File: config.mk
export PLATFORM = sky130hd
export DESIGN_NAME = sdram_port_arbiter
export DESIGN_NICKNAME = d
export VERILOG_FILES = /design/src/rtl/sdram_port_arbiter.sv
export SDC_FILE = /design/constraint.sdc
export NUM_CORES = 1
export LEC_CHECK = 0
export ABC_AREA = 1
export ABC_CLOCK_PERIOD_IN_PS = 5200
export BUFFER_PORTS_ARGS = -buffer_cell sky130_fd_sc_hd__buf_2
export CAP_MARGIN = 20
export CORE_ASPECT_RATIO = 1.4
export CORE_UTILIZATION = 40
export CTS_CLUSTER_DIAMETER = 80
export DETAILED_ROUTE_END_ITERATION = 6
export MAX_ROUTING_LAYER = met4
export PLACE_DENSITY = 0.9
export SYNTH_ARGS = -nofsm -noshare
export SYNTH_HDL_FRONTEND = slang
export SYNTH_SLANG_ARGS = --single-unit
File: constraint.sdc
create_clock -name clk -period 5.2 [get_ports clk]
set_clock_uncertainty 0.1 [all_clocks]
set_input_delay 0.78 -clock clk [delete_from_list [all_inputs] [get_ports clk]]
set_output_delay 0.78 -clock clk [all_outputs]
set_load 0.01 [all_outputs]
File: src/rtl/sdram_port_arbiter.sv
// Round-robin arbiter sharing one Avalon-MM SDRAM controller port between two masters.
// Read returns are steered back to their issuer through an in-order owner-tag FIFO.
module sdram_port_arbiter #(
    parameter int unsigned MAX_BURST   = 16,
    parameter int unsigned MAX_PENDING = 8,
    parameter int unsigned ADDR_W      = 24,
    parameter int unsigned DATA_W      = 16
) (
    input  logic              clk,
    input  logic              reset,
    input  logic [ADDR_W-1:0] m0_addr,
    input  logic [DATA_W-1:0] m0_writedata,
    input  logic              m0_read_n,
    input  logic              m0_write_n,
    output logic [DATA_W-1:0] m0_readdata,
    output logic              m0_readdatavalid,
    output logic              m0_waitrequest,
    input  logic [ADDR_W-1:0] m1_addr,
    input  logic [DATA_W-1:0] m1_writedata,
    input  logic              m1_read_n,
    input  logic              m1_write_n,
    output logic [DATA_W-1:0] m1_readdata,
    output logic              m1_readdatavalid,
    output logic              m1_waitrequest,
    output logic [ADDR_W-1:0] sdram_addr,
    output logic [DATA_W-1:0] sdram_writedata,
    output logic              sdram_read_n,
    output logic              sdram_write_n,
    output logic              sdram_chipselect,
    output logic [1:0]        sdram_byteenable_n,
    input  logic [DATA_W-1:0] sdram_readdata,
    input  logic              sdram_readdatavalid,
    input  logic              sdram_waitrequest
);

    localparam int unsigned PtrW   = $clog2(MAX_PENDING);
    localparam int unsigned CntW   = $clog2(MAX_PENDING) + 1;
    localparam int unsigned BurstW = $clog2(MAX_BURST + 1);
    localparam logic [CntW-1:0]   Full      = CntW'(MAX_PENDING);
    localparam logic [BurstW-1:0] BurstMax  = BurstW'(MAX_BURST);
    localparam logic [BurstW-1:0] BurstLast = BurstW'(MAX_BURST - 1);

    typedef enum logic [1:0] {StIdle, StGnt0, StGnt1} state_e;

    state_e              state_q, state_d;
    logic                last_gnt_q, last_gnt_d;
    logic [BurstW-1:0]   burst_cnt_q, burst_cnt_d;
    logic [MAX_PENDING-1:0] tag_q;
    logic [PtrW-1:0]     wr_ptr_q, rd_ptr_q;
    logic [CntW-1:0]     pending_q;
    logic                rd_err_q;

    logic req0, req1;
    logic sel, cmd_read, cmd_write, read_block;
    logic accept, push, pop, head;

    assign req0 = !m0_read_n || !m0_write_n;
    assign req1 = !m1_read_n || !m1_write_n;

    assign accept = (cmd_write || (cmd_read && !read_block)) && !sdram_waitrequest;
    assign push   = accept && cmd_read;
    assign pop    = sdram_readdatavalid && (pending_q != '0);
    assign head   = tag_q[rd_ptr_q];

    assign sdram_chipselect   = 1'b1;
    assign sdram_byteenable_n = 2'b00;
    assign m0_readdata        = sdram_readdata;
    assign m1_readdata        = sdram_readdata;
    assign m0_readdatavalid   = !reset && pop && !head;
    assign m1_readdatavalid   = !reset && pop && head;

    always_ff @(posedge clk) begin
        if (reset) begin
            state_q     <= StIdle;
            last_gnt_q  <= 1'b1;
            burst_cnt_q <= '0;
        end else begin
            state_q     <= state_d;
            last_gnt_q  <= last_gnt_d;
            burst_cnt_q <= burst_cnt_d;
        end
    end

    always_comb begin
        state_d     = state_q;
        last_gnt_d  = last_gnt_q;
        burst_cnt_d = burst_cnt_q;
        unique case (state_q)
            StIdle: begin
                if (req0 && req1) state_d = last_gnt_q ? StGnt0 : StGnt1;
                else if (req0)    state_d = StGnt0;
                else if (req1)    state_d = StGnt1;
            end
            StGnt0: begin
                if (!req0)                                        state_d = req1 ? StGnt1 : StIdle;
                else if (accept && burst_cnt_q >= BurstLast && req1) state_d = StGnt1;
            end
            StGnt1: begin
                if (!req1)                                        state_d = req0 ? StGnt0 : StIdle;
                else if (accept && burst_cnt_q >= BurstLast && req0) state_d = StGnt0;
            end
            default: state_d = StIdle;
        endcase
        // Saturate so an uncontested master keeps streaming without wrapping the count.
        if (accept && burst_cnt_q != BurstMax) burst_cnt_d = burst_cnt_q + 1'b1;
        if (state_d != state_q) burst_cnt_d = '0;
        if (state_d == StGnt0) last_gnt_d = 1'b0;
        if (state_d == StGnt1) last_gnt_d = 1'b1;
    end

    always_comb begin
        sel             = 1'b0;
        cmd_read        = 1'b0;
        cmd_write       = 1'b0;
        read_block      = 1'b0;
        sdram_addr      = '0;
        sdram_writedata = '0;
        sdram_read_n    = 1'b1;
        sdram_write_n   = 1'b1;
        m0_waitrequest  = 1'b1;
        m1_waitrequest  = 1'b1;
        // Reset masks the bus in the same cycle so nothing can be accepted mid-reset.
        if (!reset && state_q != StIdle) begin
            sel             = (state_q == StGnt1);
            cmd_write       = sel ? !m1_write_n : !m0_write_n;
            cmd_read        = !cmd_write && (sel ? !m1_read_n : !m0_read_n);
            read_block      = cmd_read && (pending_q == Full);
            sdram_addr      = sel ? m1_addr : m0_addr;
            sdram_writedata = sel ? m1_writedata : m0_writedata;
            sdram_write_n   = !cmd_write;
            sdram_read_n    = !(cmd_read && !read_block);
            if (sel) m1_waitrequest = sdram_waitrequest || read_block;
            else     m0_waitrequest = sdram_waitrequest || read_block;
        end
    end

    always_ff @(posedge clk) begin
        if (reset) begin
            tag_q     <= '0;
            wr_ptr_q  <= '0;
            rd_ptr_q  <= '0;
            pending_q <= '0;
            rd_err_q  <= 1'b0;
        end else begin
            if (push) begin
                tag_q[wr_ptr_q] <= sel;
                wr_ptr_q        <= wr_ptr_q + 1'b1;
            end
            if (pop) rd_ptr_q <= rd_ptr_q + 1'b1;
            if (push && !pop)      pending_q <= pending_q + 1'b1;
            else if (pop && !push) pending_q <= pending_q - 1'b1;
            // A return with nothing outstanding is dropped and remembered.
            if (sdram_readdatavalid && pending_q == '0) rd_err_q <= 1'b1;
        end
    end

endmodule

==> results of run 1 <==
==> through the flow <==
stage | setup WS, ns | instances | area (um2) | utilization, %
after floorplan | 2.06 | 311 | 2290 | -
after detailed placement | 1.82 | 468 | 2730 | 49.4
after global placement | 1.87 | 468 | 2730 | 49.4
after CTS | 1.82 | 472 | 2800 | 50.7
after global routing | 1.89 | 473 | 2810 | 50.9
==> cell families after synthesis <==
family / Yosys count
xor gates and xnor gates: 5
adders and majority gates: 9
and+or+nand+nor: 98
AOI/OAI and AO/OA: 85
DFF: 26
muxes: 1
other: 2
buffers and inverters: 84
==> layer usage <==
| metal | GRT usage [%] |
|---|---|
| met3 | 10.9 |
| met5 | - |
| met2 | 40.1 |
| met1 | 24.7 |
| met4 | 7.27 |
==> cells in the mapped netlist (all sizes together) (2+ instances only) <==
master,count,area share (%)
a211oi,2,0.87
a21oi,17,3.7
a22o,40,15
and3,3,1.0
buf,38,13
clkbuf,8,1.8
conb,2,0.33
dfxtp,26,23
ha,8,4.4
inv,38,6.2
nand2,34,7.4
nand3,10,2.6
nand4,6,2.3
nor2,40,8.2
nor3,4,0.87
o21ai,23,5.0
o22ai,2,0.55
xor2,5,1.9
==> run_results.csv, run 1 <==
group,metric,value,unit
placed_design,dp_hpwl,6.20,mm
cts,cts_hold_buf,0,
yosys,yosys_warnings,0,
grt,grt_max_degree,42,
placed_design,gp_congestion,0.854,
cts,cts-resized-gates,0,
floorplanning,die_w,65.9,um
yosys,synthMuxAreaShare,0.492,%
run_status,failing_step,"detailed routing (5_2_route)",
yosys,synth_compound_area_share,25.8,%
cts,root_buffer,"clkbuf_8",
floorplanning,pin_count,185,
yosys,yosysSeqAreaShare,22.7,%
floorplanning,initial_utilization,41.4,%
yosys,netlist_instances,310,
yosys,synthAdderAreaFrac,5.25,%
grt,grt_use_total,24.0,%
floorplanning,die_height,91.5,um
cts,h-tree-depth,1,
yosys,async_flop_share,0,%
yosys,synth-xor-area-share,1.91,%
cts,cts_setup_buffers,0,
yosys,synthDistinctLibCells,37,
grt,grt_pass1_wl,10.6,mm
yosys,synth_area_per_cell,7.39,um2
yosys,synth_top_family_by_area,"compound AO/OA/AOI/OAI gates",
cts,numCtsBuffers,3,
grt,antenna_found_initial,0,
yosys,synth_edf_count,0,
cts,clk_path_buf_depth,2,
grt,overflow,0,
yosys,syn_area,2290,um2
floorplanning,core.rowCount,32,
yosys,synth-seq-cells,26,
run_status,error_line,"[ERROR DRT-0255] Maze Route cannot find path of net sdram_readdata[1] in worker of routeBox ( 48300 0 ) ( 65945 48300 ).",
run_status,status,"did not finish",
yosys,synth-simple-area-share,22.7,%
cts,cts_sinks,26,
yosys,ys.flop_type,"dfxtp_1",
grt,grt_pass1_vias,2277,
placed_design,io_buffers,133,
==> inputs of run 2 (changes only) <==
CORE_ASPECT_RATIO = default   (was 1.4)
CORE_UTILIZATION = 25   (was 40)
CTS_CLUSTER_DIAMETER = default   (was 80)
MAX_ROUTING_LAYER = default   (was met4)
PLACE_DENSITY = default   (was 0.9)
PLACE_DENSITY_LB_ADDON = 0.15   (was default)
==> run 2 against run 1 <==
Compared with the run above:
- the flow now finishes, with violations (DRC)
- area after synthesis unchanged
- global-route usage shrank 11 points
- synthesized cell count unchanged
==> run_results.csv, run 2 <==
group,metric,value,unit
setup_path,path_cells,"buf_2 -> nor2_4 -> nand4_4 -> nand2_4 -> and3_4 -> ha_1 -> inv_1 -> ha_1 -> and3_1 -> a211oi_1 -> nor2_1 -> nor2_1 -> nand2_1 -> o21ai_0 -> a21oi_1",
timing,min_period,2.99,ns
grt,overflow,0,
cts,cts_sinks,26,
route,ant_nets,0,
cells_and_area,largest_reg_flops,8,
floorplanning,die_area,9550,um2
yosys,synth_edf_count,0,
setup_path,required,5.27,ns
cts,cts_setup_buffers,0,
route,vias,2322,
route,drt-initial-drc-count,108,
yosys,async_flop_share,0,%
pwr,pwr_density_cell,342,nW/um2
cells_and_area,syn_to_final_growth,24.4,%
cells_and_area,final_cell_mix,"buf_2 (133), a22o_1 (40), inv_1 (35)",
cells_and_area,n_fill_cell,973,
floorplanning,core.rowCount,34,
hold_path,min_from,"last_gnt_q$_SDFFE_PP1N_",
yosys,synthTopCellsByArea,"dfxtp_1 (23%), a22o_1 (15%), buf_4 (11%)",
timing,setup_viol_count_final,0,
yosys,yosys_warnings,0,
yosys,synthTopCellsByCount,"a22o_1 (40), buf_4 (35), inv_1 (35)",
yosys,synth_most_common_cell,"a22o_1",
placed_design,dp_slack,1.92,ns
yosys,syn_area,2290,um2
timing,max_freq,0.334,GHz
grt,grt_pass1_vias,2078,
cts,clk_pin_slew,0.10,ns
pwr,power.leakage,1.45,nW
placed_design,dp_hpwl,5.11,mm
pwr,vdd_drop_max,0.0000824,V
timing,maxSlewViolCount,0,
cts,clk_path_buf_depth,2,
timing,period_share,57.5,%
timing,maxSlewHeadroom,63.0,%
route,route.detailed.drc,21,
cts,cts_hold_buf,0,
setup_path,r2r_start,"state_q[1]$_SDFF_PP0_",
yosys,yosysSeqAreaShare,22.7,%
yosys,synth_area_per_cell,7.39,um2
cells_and_area,top_regs,"tag_q x8, burst_cnt_q x5, pending_q x4",
yosys,synthDistinctLibCells,37,
setup_path,max_stage_delay,0.32,ns
floorplanning,pin_count,185,
run_status,status,"finished with violations",
setup_path,cp_data_arrival_time,3.06,ns
timing,setup_slack,2.21,ns
yosys,yosys.area.top_type,"dfxtp_1",
yosys,yosysTopAreaCellShare,22.7,%
cts,cts-resized-gates,0,
setup_path,cp_top_family,"simple AND/OR/NAND/NOR gates",
setup_path,startpoint,"reset",
placed_design,gp_congestion,0.787,
setup_path,crit_buf_inv,2,
timing,worstMarginPinSlew,0.555,ns
setup_path,worstSetupPathType,"in2reg",
floorplanning,initial_utilization,26.0,%
placed_design,io_buffers,133,
grt,antenna_found_initial,0,
floorplanning,die_height,97.7,um
cts,numCtsBuffers,3,
grt,grt_use_total,12.9,%
yosys,synth-seq-cells,26,
cells_and_area,registers.top_by_ff_count,"tag_q",
cells_and_area,layout_commonest_cell,"buf_2",
cts,root_buffer,"clkbuf_8",
setup_path,cp-start-kind,"input port",
route,post_drt_wl_per_cell,12.6,um
route,vias_per_cell,4.54,
flow_run,cap_viol_max_count,0,
grt,grt_max_degree,42,
floorplanning,core-area,8810,um2
route,firstDrtPassIters,7,
cells_and_area,layout-drive-gt1-share,41.3,%
run_status,violations,"DRC",
yosys,netlist_instances,310,
floorplanning,die_w,97.7,um
timing,hold_violations,0,
route,drt_wl_total,6.46,mm
setup_path,cp_slowest_cell,"ha_1",
setup_path,critPathMaxFanout,9,
timing,setup-tns-final,0,ns
hold_path,hold_path_class,"reg2reg",
cells_and_area,antenna_cells,0,
yosys,ys.flop_type,"dfxtp_1",
cts,worstSkewPairLatency,0.28,ns
setup_path,worstSetupEndpointType,"register",
timing,rsz0062_at_grt,"no",
grt,grt_pass1_wl,10.0,mm
cts,h-tree-depth,1,
cells_and_area,final_nets,518,
cts,tritoncts,"built",
## run 2: worst register-to-register path: cells and delay by family (launching register included)
kind,cells,cell delay (ns)
buf+inv,2,0.15
simple gates,10,1.20
compound gates,3,0.42
fa+ha+maj,2,0.52
flops,1,0.49
## run 2: worst paths after layout
check / cells past startpoint / slack (ns) / to
max: 15 / 2.21 / pending_q[3]$_SDFFE_PP0P_
min: 2 / 0.40 / last_gnt_q$_SDFFE_PP1N_
max reg2reg: 17 / 2.23 / pending_q[3]$_SDFFE_PP0P_
min reg2reg: 2 / 0.40 / last_gnt_q$_SDFFE_PP1N_
## run 2: report_power, final
part,switching (W),internal (W)
sequential,0.0000356,0.000229
combinational,0.000313,0.000224
clock,0.0000689,0.000103
total,0.000418,0.000556
## run 2: cell type report
class,instances,area (um2),area share (%)
clock buffers,3,41.3,1.45
well taps,108,135,4.74
clock inverters,1,30.0,1.05
inverters,38,143,5.01
flip-flops and latches,26,520,18.3
repair buffers,135,681,23.9
multi-input cells,201,1300,45.6
## run 2: kinds of logic after synthesis
family	after synthesis	share of synthesized area, %
other cells	2	0.328
flops	26	22.7
simple gates	98	22.7
mux	1	0.492
compound gates	85	25.8
fa+ha+maj	9	5.25
xor+xnor	5	1.91
buf+inv	84	20.8
## run 2: layer usage
| layer | GRT usage (%) | wire, um |
|---|---|---|
| met2 | 21.0 | 3080 |
| met1 | 16.8 | 2960 |
| met4 | 4.66 | 104 |
| met5 | 0 | 0 |
| met3 | 2.52 | 311 |
## run 2: per-stage QoR
stage	util, %	instances	power [W]	area (um2)	hold slack [ns]
3_3_place_gp	31.5	508	0.000810	2780	0.384
6_report	32.4	512	0.000974	2850	0.400
2_1_floorplan	-	311	0.000653	2290	0.355
4_1_cts	32.4	512	0.000986	2850	0.405
3_5_place_dp	31.5	508	0.000810	2780	0.390
5_1_grt	32.4	512	0.00106	2850	0.446
Power figures use the tool's default switching activity.
